[config.mk]
export PLATFORM = sky130hd
export DESIGN_NAME = adc_clkgen_sequencer
export DESIGN_NICKNAME = d
export VERILOG_FILES = /design/src/rtl/adc_clkgen_sequencer.sv
export SDC_FILE = /design/constraint.sdc
export NUM_CORES = 1
export LEC_CHECK = 0
export ABC_AREA = 1
export BUFFER_PORTS_ARGS = -buffer_cell sky130_fd_sc_hd__buf_4
export CAP_MARGIN = 20
export CORE_AREA = 2 2 105 82
export DETAILED_ROUTE_END_ITERATION = 10
export DIE_AREA = 0 0 107 84
export MAX_ROUTING_LAYER = met4
export PLACE_DENSITY = 0.5
export SLEW_MARGIN = 20
export SYNTH_ARGS = -nofsm -noshare
export SYNTH_HDL_FRONTEND = slang
export SYNTH_SLANG_ARGS = --single-unit
export TNS_END_PERCENT = 5
[constraint.sdc]
create_clock -name clk -period 4.8 [get_ports clk]
set_input_delay 0.24 -clock clk [delete_from_list [all_inputs] [get_ports clk]]
set_output_delay 0.24 -clock clk [all_outputs]
set_load 0.05 [all_outputs]
[src/rtl/adc_clkgen_sequencer.sv]
`timescale 1ns/1ps
// Counter-based ADC clock sequencer: synchronises start_conv/comp_trig and runs
// NBITS comparator/SAR clock cycles with programmable delays, timeout and status.
module adc_clkgen_sequencer #(
  parameter int unsigned NBITS   = 12,
  parameter int unsigned CNT_W   = 8,
  parameter int unsigned TMO_CYC = 255
) (
  input  logic             clk,
  input  logic             rst_n,
  input  logic             ena_in,
  input  logic             start_conv,
  input  logic             comp_trig,
  input  logic [CNT_W-1:0] cfg_dly_dig,
  input  logic [CNT_W-1:0] cfg_dly_comp,
  output logic             clk_comp,
  output logic             clk_dig,
  output logic             busy,
  output logic             conv_done,
  output logic             timeout
);

  localparam int unsigned BIT_W = (NBITS > 1) ? $clog2(NBITS) : 1;

  typedef enum logic [2:0] {
    S_IDLE,
    S_COMP,
    S_DIG,
    S_RECOV,
    S_DONE
  } state_e;

  state_e             state_q, state_d;
  logic [BIT_W-1:0]   bit_cnt_q, bit_cnt_d;
  logic [CNT_W-1:0]   dly_q, dly_d;
  logic [CNT_W-1:0]   tmo_q, tmo_d;
  logic               wait_lo_q, wait_lo_d;
  logic               clk_comp_q, clk_comp_d;
  logic               clk_dig_q, clk_dig_d;
  logic               busy_q, busy_d;
  logic               conv_done_q, conv_done_d;
  logic               timeout_q, timeout_d;

  logic               start_meta_q, start_s_q, start_dly_q;
  logic               comp_meta_q, comp_s_q;
  logic               start_edge;
  logic               tmo_expired;
  logic               finish_bit;
  logic [CNT_W-1:0]   dly_dig_eff, dly_comp_eff;

  // Two-flop synchronisers plus one extra flop for start edge detection
  always_ff @(posedge clk or negedge rst_n) begin
    if (!rst_n) begin
      start_meta_q <= 1'b0;
      start_s_q    <= 1'b0;
      start_dly_q  <= 1'b0;
      comp_meta_q  <= 1'b0;
      comp_s_q     <= 1'b0;
    end else begin
      start_meta_q <= start_conv;
      start_s_q    <= start_meta_q;
      start_dly_q  <= start_s_q;
      comp_meta_q  <= comp_trig;
      comp_s_q     <= comp_meta_q;
    end
  end

  assign start_edge   = start_s_q & ~start_dly_q;
  assign tmo_expired  = (tmo_q == CNT_W'(TMO_CYC - 1));
  assign dly_dig_eff  = (cfg_dly_dig  == '0) ? CNT_W'(1) : cfg_dly_dig;
  assign dly_comp_eff = (cfg_dly_comp == '0) ? CNT_W'(1) : cfg_dly_comp;

  always_ff @(posedge clk or negedge rst_n) begin
    if (!rst_n) begin
      state_q     <= S_IDLE;
      bit_cnt_q   <= '0;
      dly_q       <= '0;
      tmo_q       <= '0;
      wait_lo_q   <= 1'b0;
      clk_comp_q  <= 1'b0;
      clk_dig_q   <= 1'b0;
      busy_q      <= 1'b0;
      conv_done_q <= 1'b0;
      timeout_q   <= 1'b0;
    end else begin
      state_q     <= state_d;
      bit_cnt_q   <= bit_cnt_d;
      dly_q       <= dly_d;
      tmo_q       <= tmo_d;
      wait_lo_q   <= wait_lo_d;
      clk_comp_q  <= clk_comp_d;
      clk_dig_q   <= clk_dig_d;
      busy_q      <= busy_d;
      conv_done_q <= conv_done_d;
      timeout_q   <= timeout_d;
    end
  end

  // Next state; every output is decoded from the next state and registered
  always_comb begin
    state_d    = state_q;
    bit_cnt_d  = bit_cnt_q;
    dly_d      = dly_q;
    tmo_d      = tmo_q;
    wait_lo_d  = wait_lo_q;
    clk_dig_d  = 1'b0;
    timeout_d  = 1'b0;
    finish_bit = 1'b0;

    case (state_q)
      S_IDLE: begin
        if (start_edge || ena_in) begin
          state_d   = S_COMP;
          bit_cnt_d = BIT_W'(NBITS - 1);
          tmo_d     = '0;
        end
      end
      S_COMP: begin
        if (comp_s_q) begin
          state_d   = S_DIG;
          dly_d     = dly_dig_eff - CNT_W'(1);
          clk_dig_d = (dly_dig_eff == CNT_W'(1));
        end else if (tmo_expired) begin
          timeout_d = 1'b1;
          state_d   = S_IDLE;
        end else begin
          tmo_d = tmo_q + CNT_W'(1);
        end
      end
      S_DIG: begin
        if (clk_dig_q) begin
          state_d   = S_RECOV;
          tmo_d     = '0;
          wait_lo_d = 1'b1;
        end else begin
          dly_d     = dly_q - CNT_W'(1);
          clk_dig_d = (dly_q == CNT_W'(1));
        end
      end
      S_RECOV: begin
        // First wait for the comparator to release, then count recovery cycles
        if (wait_lo_q) begin
          if (!comp_s_q) begin
            wait_lo_d = 1'b0;
            if (dly_comp_eff == CNT_W'(1)) begin
              finish_bit = 1'b1;
            end else begin
              dly_d = dly_comp_eff - CNT_W'(1);
            end
          end else if (tmo_expired) begin
            timeout_d = 1'b1;
            wait_lo_d = 1'b0;
            state_d   = S_IDLE;
          end else begin
            tmo_d = tmo_q + CNT_W'(1);
          end
        end else if (dly_q == CNT_W'(1)) begin
          finish_bit = 1'b1;
        end else begin
          dly_d = dly_q - CNT_W'(1);
        end
        if (finish_bit) begin
          if (bit_cnt_q == '0) begin
            state_d = S_DONE;
          end else begin
            bit_cnt_d = bit_cnt_q - BIT_W'(1);
            tmo_d     = '0;
            state_d   = S_COMP;
          end
        end
      end
      S_DONE: begin
        if (ena_in) begin
          state_d   = S_COMP;
          bit_cnt_d = BIT_W'(NBITS - 1);
          tmo_d     = '0;
        end else begin
          state_d = S_IDLE;
        end
      end
      default: state_d = S_IDLE;
    endcase

    clk_comp_d  = (state_d == S_COMP) || (state_d == S_DIG);
    busy_d      = (state_d != S_IDLE);
    conv_done_d = (state_d == S_DONE);
  end

  assign clk_comp  = clk_comp_q;
  assign clk_dig   = clk_dig_q;
  assign busy      = busy_q;
  assign conv_done = conv_done_q;
  assign timeout   = timeout_q;

endmodule

==> results of run 1 <==
power breakdown:
| group | switching (mW) | leakage (nW) | internal (mW) |
|---|---|---|---|
| sequential | 0.00144 | 0.412 | 0.288 |
| clock | 0.108 | 0.0482 | 0.116 |
| combinational | 0.0257 | 1.20 | 0.0184 |
area by class of cell:
cell class	count	area (µm²)	share of cell area (%)
Clock inverter	1	5.00	0.161
Multi-Input combinational cell	316	1620	52.0
Clock buffer	7	86.3	2.77
Inverter	57	219	7.03
Timing Repair Buffer	26	198	6.35
Sequential cell	34	851	27.3
Tap cell	108	135	4.34
critical path: stages, from the launching register on:
cell and delay, ps:
dfrtp_1 450, inv_1 90, ha_1 200, inv_1 50, nor2_1 30, nand2_1 360
nand2_2 160, inv_2 140, o21ai_0 100, o21ai_0 90, o21ai_1 90, nand2_1 70
nand2_1 50
registers in the layout, indices dropped and copies added, names as in the netlist:
register      cells
dly_q             8
tmo_q             8
bit_cnt_q         4
state_q           3
busy              1
clk_comp          1
clk_dig           1
comp_meta_q       1
comp_s_q          1
conv_done         1
start_dly_q       1
start_meta_q      1
start_s_q         1
timeout           1
wait_lo_q         1
layer usage:
layer | GRT usage [%] | vias up | part of all wire [%]
met5 | - | - | 0
met3 | 2.81 | 5 | 4.6
li1 | - | 1363 | -
met2 | 23.0 | 42 | 39
met4 | 2.83 | 0 | 0.61
met1 | 26.4 | 1168 | 56
Yosys cell counts:
cell type | n | area (µm²)
inv_1 | 48 | 180
inv_6 | 1 | 8.76
nand2_2 | 5 | 31.3
o21ai_2 | 4 | 35.0
o31ai_2 | 1 | 12.5
nor3_1 | 1 | 5.00
xor2_1 | 6 | 52.6
o22ai_1 | 2 | 12.5
o21ai_0 | 25 | 125
nand2_4 | 4 | 45.0
nor3b_1 | 1 | 7.51
o21ai_1 | 9 | 45.0
nor2_2 | 6 | 37.5
o31ai_1 | 1 | 7.51
or2_2 | 3 | 18.8
nor2_1 | 49 | 184
a21o_1 | 1 | 7.51
a31oi_1 | 3 | 18.8
o211ai_2 | 1 | 12.5
dfrtp_1 | 34 | 851
ha_1 | 10 | 125
nor2_4 | 2 | 22.5
nand3_1 | 23 | 115
xnor2_1 | 2 | 17.5
a21oi_1 | 5 | 25.0
nand2_1 | 135 | 507
o21bai_1 | 2 | 15.0
nor2_8 | 2 | 40.0
nand3b_1 | 2 | 15.0
o221ai_1 | 1 | 8.76
a22oi_1 | 1 | 7.51
buf_2 | 1 | 5.00
inv_2 | 8 | 30.0
nand3_2 | 2 | 20.0
nand4_1 | 7 | 43.8
buf_4 | 2 | 15.0
path summary, 6_finish.rpt:
kind	slack, ps	to	startpoint
worst max-delay path	2820	tmo_q[2]	tmo_q[0]
worst min-delay path	60	comp_meta_q	comp_trig
worst max register to register	2820	tmo_q[2]	tmo_q[0]
worst min register to register	350	start_s_q	start_meta_q
max in group asynchronous	4030	start_dly_q	rst_n
min in group asynchronous	440	dly_q[5]	rst_n
through the flow:
stage                     area [µm²]  util (%)
after floorplan                 2710         -
after global placement          3010      37.2
after detailed placement        3010      37.2
after CTS                       3110      38.5
after global routing            3110      38.5
final                           3110      38.5
cell families after synthesis:
logic type / after synthesis / share of synthesized area, %
buf+inv: 60 / 8.82
simple gates: 242 / 40.3
flops: 34 / 31.4
fa+ha+maj: 10 / 4.62
xor+xnor: 8 / 2.59
compound gates: 56 / 12.3
timing repair:
action                                 4_1_cts  5_1_grt
endpoints found under the hold margin       34        0
buffers inserted                             0        0
hold buffers                                 1        0
resized for setup                            0        0
==> summary.txt, run 1 <==
STA
  – Unrepaired setup endpoints after global routing: false
  – Max Slew Vio Count: 0
  – Clock skew: 6.48 ps
  – Fin. Hold Viols: 0
  – Min Tclk post-route: 1980 ps
  – Final period util: between 40% and 50%
  – Count of final setup violators: 0
  – Setup TNS after final layout: 0 ps
  – Worst setup margin: ~2800 ps
  – Final hold slack: 56.9 ps
  – Fmax: 0.504 GHz
  – Actual slew at the worst max-slew pin: a little under 500 ps
  – Slew headroom: 67.7%

Setup path
  – Crit. End Element: flop
  – Worst Setup Start Kind: flop
  – Crit path kind: reg2reg
  – CP max FO: 14
  – Arr. time, crit path: 2160 ps
  – Reg2Reg Depth: 12
  – Worst Path Required: 4980 ps

Synth
  – YS warnings: 0
  – Cells after Synth: 410
  – Register area share after synthesis: 31.4%
  – Distinct cell type count after synthesis: 36
  – Syn Nets: 441
  – Syn Area/Cell: 6.61 µm²
  – Yosys reg bits: 34
  – Mapped cell area: ~2700 µm²

Floorplan
  – Total die area: 8990 µm²
  – Core area: 8090 µm²
  – IO Count: 26
  – Die Height: between 80 and 90 µm
  – Initial core utilization: 33.5%
  – Die X: 107 µm
  – Site row count: 29

Placed design
  – Post-Place Cells: 540
  – Pre-CTS WS: 2680 ps
  – RD Place Congestion: 0.894
  – HPWL after DPL: 5380 µm
  – PortBufs: 25

Global route
  – Overall Global Routing Usage: 16.9%
  – Vias in the first global route: 2399
  – First-pass GRT wire length: 11800 µm
  – Largest net degree at the start of global routing: 35
  – Grt total ovfl: 0
  – Initial antenna violation count: 0

Power
  – Leakage: 1.66 nW
  – Max VDD drop: 0.162 mV
  – Final Power: 0.557 mW
  – PwrDens: between 150 and 200 nW/µm²

Layout
  – Finished Layout Cells: 549
  – Most frequent cells in the layout: 135 x nand2_1, 49 x nor2_1, 48 x inv_1
  – Share of layout cells above drive strength 1: 16.1%
  – Fill count: 865
  – Commonest non-fill, non-tap cell in the layout: nand2_1
  – Final nets: 471
  – Synthesis-to-finish area growth: 14.9%
  – Antenna fix cells: 0

Clocking
  – H-tree depth: 2
  – CTS root buffer: clkbuf_8
  – CTS Buf Count: 5
  – Clk sinks: 34
  – Clock latency at the later pin of the worst-skew pair: 290 ps
  – CTS clk-pin slew, worst paths: 70 ps
  – CTS tree: built
  – Clock Tree Buf Depth: 2

Routing
  – Total routed wirelength: around 7000 µm
  – DRC errors left: 0
  – Vias per cell: approximately 4.7
  – Antenna Violating Nets Remaining: 0
  – Via count: 2578
  – DR WL/cell: 12.6 µm
  – Drt pass-1 iters: 4
  – DRT iter0 DRCs: 138

Job
  – Max cap viols: 0

Worst hold path
  – Hold path cells: 1
  – Hold Path Class: in2reg

Status
  – Status: finished, final reports clean
(Power assumes the default switching activity.)
==> inputs of run 2 (changes only) <==
--- a/config.mk
+++ b/config.mk
@@ -5,14 +5,14 @@
 export SDC_FILE = /design/constraint.sdc
 export NUM_CORES = 1
 export LEC_CHECK = 0
-export ABC_AREA = 1
+export ABC_AREA = 0
 export BUFFER_PORTS_ARGS = -buffer_cell sky130_fd_sc_hd__buf_4
 export CAP_MARGIN = 20
-export CORE_AREA = 2 2 105 82
+export CORE_AREA = 2 2 98 77
 export DETAILED_ROUTE_END_ITERATION = 10
-export DIE_AREA = 0 0 107 84
+export DIE_AREA = 0 0 100 79
 export MAX_ROUTING_LAYER = met4
-export PLACE_DENSITY = 0.5
+export PLACE_DENSITY = 0.52
 export SLEW_MARGIN = 20
 export SYNTH_ARGS = -nofsm -noshare
 export SYNTH_HDL_FRONTEND = slang
==> constraint.sdc (replaced) <==
create_clock -name clk -period 1.71 [get_ports clk]
set_input_delay 0.0855 -clock clk [delete_from_list [all_inputs] [get_ports clk]]
set_output_delay 0.0855 -clock clk [all_outputs]
set_load 0.05 [all_outputs]
==> summary.txt, run 2 <==
STA
  – Slew headroom: 61.3% (-6.4 points)
  – Fmax: 0.434 GHz (-14%)
  – Count of final setup violators: 26 (+26)
  – Actual slew at the worst max-slew pin: 575 ps (+90.8 ps)
  – Fin. Hold Viols: 0 (unchanged)
  – Min Tclk post-route: 2300 ps (+322 ps)
  – Unrepaired setup endpoints after global routing: true
  – Max Slew Vio Count: 0 (unchanged)
  – Clock skew: 6.60 ps (+0.129 ps)
  – Final period util: 135% (+93 points)
  – Worst setup margin: -595 ps (-3410 ps)

Power
  – Leakage: 1.62 nW (-2.2%)
  – Sw Ratio: 38.8% (+15 points)
  – PwrDens: 1110 nW/µm² (+520%)
  – Net Switching: 1.55 mW (+1000%)
  – Max VDD drop: 0.475 mV (+190%)
  – Flop pwr share: 28.5% (-24 points)
  – Cell internal pwr: 2.43 mW (+480%)
  – Comb power frac: 57.4% (+49 points)
  – Clock power share: 14.0% (-26 points)

Global route
  – Vias in the first global route: 2364 (-1.5%)
  – Initial antenna violation count: 0 (unchanged)
  – Overall Global Routing Usage: 18.2% (+1.2 points)
  – Largest net degree at the start of global routing: 35 (unchanged)
  – Grt total ovfl: 0 (unchanged)
  – First-pass GRT wire length: 11100 µm (-5.6%)

Setup path
  – CP max FO: 5 (-9)
  – Cell mode on critical path: or4_4
  – Crit. End Element: flop
  – Arr. time, crit path: 2460 ps (+300 ps)
  – Crit path largest cell delay: 590 ps (+140 ps)
  – Worst Setup Start Kind: flop
  – Crit path cell chain: or4_4, or4_4, o21ai_2, a31oi_4, a211oi_4, a31oi_1
  – Worst Path Required: 1870 ps (-3110 ps)
  – Crit path kind: reg2reg
  – Slowest CP cell: or4_4

Routing
  – Antenna Violating Nets Remaining: 0 (unchanged)
  – Highest routed layer: met4
  – Met3 WL post-DR: 304 µm (-3.5%)
  – Drt pass-1 iters: 4 (unchanged)
  – Via count: 2396 (-7.1%)
  – Vias per cell: 4.94 (+5.2%)
  – WL met1: 3590 µm (-6.4%)
  – Total routed wirelength: 6590 µm (-4.6%)
  – DR WL/cell: 13.6 µm (+8.0%)
  – DRT iter0 DRCs: 150 (+8.7%)
  – Met2 WL: 2660 µm (-1.8%)
  – DRC errors left: 0 (unchanged)

Floorplan
  – Core area: 7030 µm² (-13%)
  – Initial core utilization: 33.7% (+0.21 points)
  – IO Count: 26 (unchanged)
  – Total die area: 7900 µm² (-12%)
  – Die Height: 79 µm (-6.0%)
  – Site row count: 27 (-6.9%)
  – Die X: 100 µm (-6.5%)

Synth
  – Syn Nets: 309 (-30%)
  – Top-count cell post-synth: dfrtp_1
  – Mapped cell area: 2370 µm² (-13%)
  – YS warnings: 0 (unchanged)
  – Cells after Synth: 278 (-32%)
  – Post-synth EDFFs: 0 (unchanged)
  – Distinct cell type count after synthesis: 52 (+44%)
  – Post-synthesis async set-or-reset flop share: 100% (unchanged)
  – Synth cell count leaders: 34 x dfrtp_1, 26 x a21oi_1, 24 x nand2_1, 20 x nor2_1, 19 x o21ai_0
  – Top cell type's share of synthesized area: 35.9% (+4.5 points)
  – Top_reg_cell synth: dfrtp_1
  – Yosys reg bits: 34 (unchanged)
  – Main area contributors after synthesis: dfrtp_1 36%, a21oi_1 5.5%, ha_1 5.3%
  – Register area share after synthesis: 35.9% (+4.5 points)
  – Syn Area/Cell: 8.52 µm² (+29%)
  – Post-synth top area cell: dfrtp_1

Placed design
  – HPWL after DPL: 5190 µm (-3.6%)
  – Pre-CTS WS: -895 ps (-3580 ps)
  – RD Place Congestion: 0.850 (-4.9%)
  – PortBufs: 25 (unchanged)

Clocking
  – Clock latency at the later pin of the worst-skew pair: 280 ps (about the same)
  – CTS clk-pin slew, worst paths: 70 ps (about the same)
  – CTS tree: built
  – Clk sinks: 34 (unchanged)
  – H-tree depth: 2 (unchanged)
  – CTS Buf Count: 5 (unchanged)
  – CTS root buffer: clkbuf_8
  – Clock Tree Buf Depth: 2 (unchanged)

Layout
  – Synthesis-to-finish area growth: 51.2%
  – Fin util: 51.0% (+12 points)
  – Commonest non-fill, non-tap cell in the layout: buf_4
  – Top flop regs: dly_q (8), tmo_q (8), bit_cnt_q (4)
  – Share of layout cells above drive strength 1: 38.2% (+22 points)
  – Most frequent cells in the layout: 118 x buf_4, 34 x dfrtp_1, 25 x a21oi_1
  – Antenna fix cells: 0 (unchanged)
  – Final nets: 429 (-8.9%)

Status
  – Status: finished with violations
  – Violated checks: setup timing

Worst hold path
  – Hold Path Class: in2reg

Job
  – Max cap viols: 0 (unchanged)
## run 2: area by class of cell
cell class	count	area, µm²
Multi-Input combinational cell	218	1560
Timing Repair Buffer	122	927
Sequential cell	34	851
Fill cell	682	3440
Tap cell	87	109
Clock buffer	7	76.3
Inverter	17	63.8
## run 2: worst max-delay path, delay by kind of cell, from the launching register on
family	cells	cell delay, ps
AOI/OAI and AO/OA	4	680
DFF	1	390
and+or+nand+nor	2	1110
## run 2: path summary, 6_finish.rpt
kind,start,end,slack (ps),cells past startpoint
min in group asynchronous,rst_n,bit_cnt_q[2],300,2
worst max register to register,dly_q[4],tmo_q[0],-590,6
worst max-delay path,dly_q[4],tmo_q[0],-590,6
worst min-delay path,cfg_dly_dig[7],clk_dig,250,4
worst min register to register,start_meta_q,start_s_q,350,0
max in group asynchronous,rst_n,tmo_q[6],1100,2
## run 2: kinds of logic after synthesis
kind of cell               Yosys count  share of synthesized area, %
AOI/OAI and AO/OA                   76                          20.8
xor gates and xnor gates            19                          7.03
adders and majority gates           10                          5.28
buffers and inverters               26                          4.54
DFF                                 34                          35.9
muxes                                4                          1.80
and+or+nand+nor                    109                          24.6
## run 2: what timing repair did
item,CTS,global route
setup buffers,0,1
pin swaps,5,6
endpoints found under the hold margin,36,0
resized for setup,7,10
setup endpoints to repair,26,26
hold buffers,3,0
## run 2: power by group through the flow
stage	registers, mW	logic (mW)	clock network, mW
final	1.14	2.29	0.559
after global routing	1.16	2.51	0.619
after CTS	1.13	2.22	0.593
after detailed placement	1.14	2.17	0
after global placement	1.14	2.15	0
after floorplan	1.21	1.10	0
## run 2: stage by stage
stage	power, mW	setup TNS [ps]	std cells	instance area (µm²)	hold slack, ps
4_1_cts	3.94	-10970	484	3520	228
3_3_place_gp	3.29	-16790	474	3380	68.5
5_1_grt	4.29	-11930	485	3580	254
6_report	3.98	-10380	485	3580	248
2_1_floorplan	2.31	-10500	278	2430	-210
3_5_place_dp	3.31	-17390	474	3380	73.9
## run 2: per-layer routing
layer	vias to the layer above	GRT usage [%]
met4	0	3.56
met5	-	-
met1	1104	27.2
met2	47	26.1
met3	4	2.64
li1	1241	-
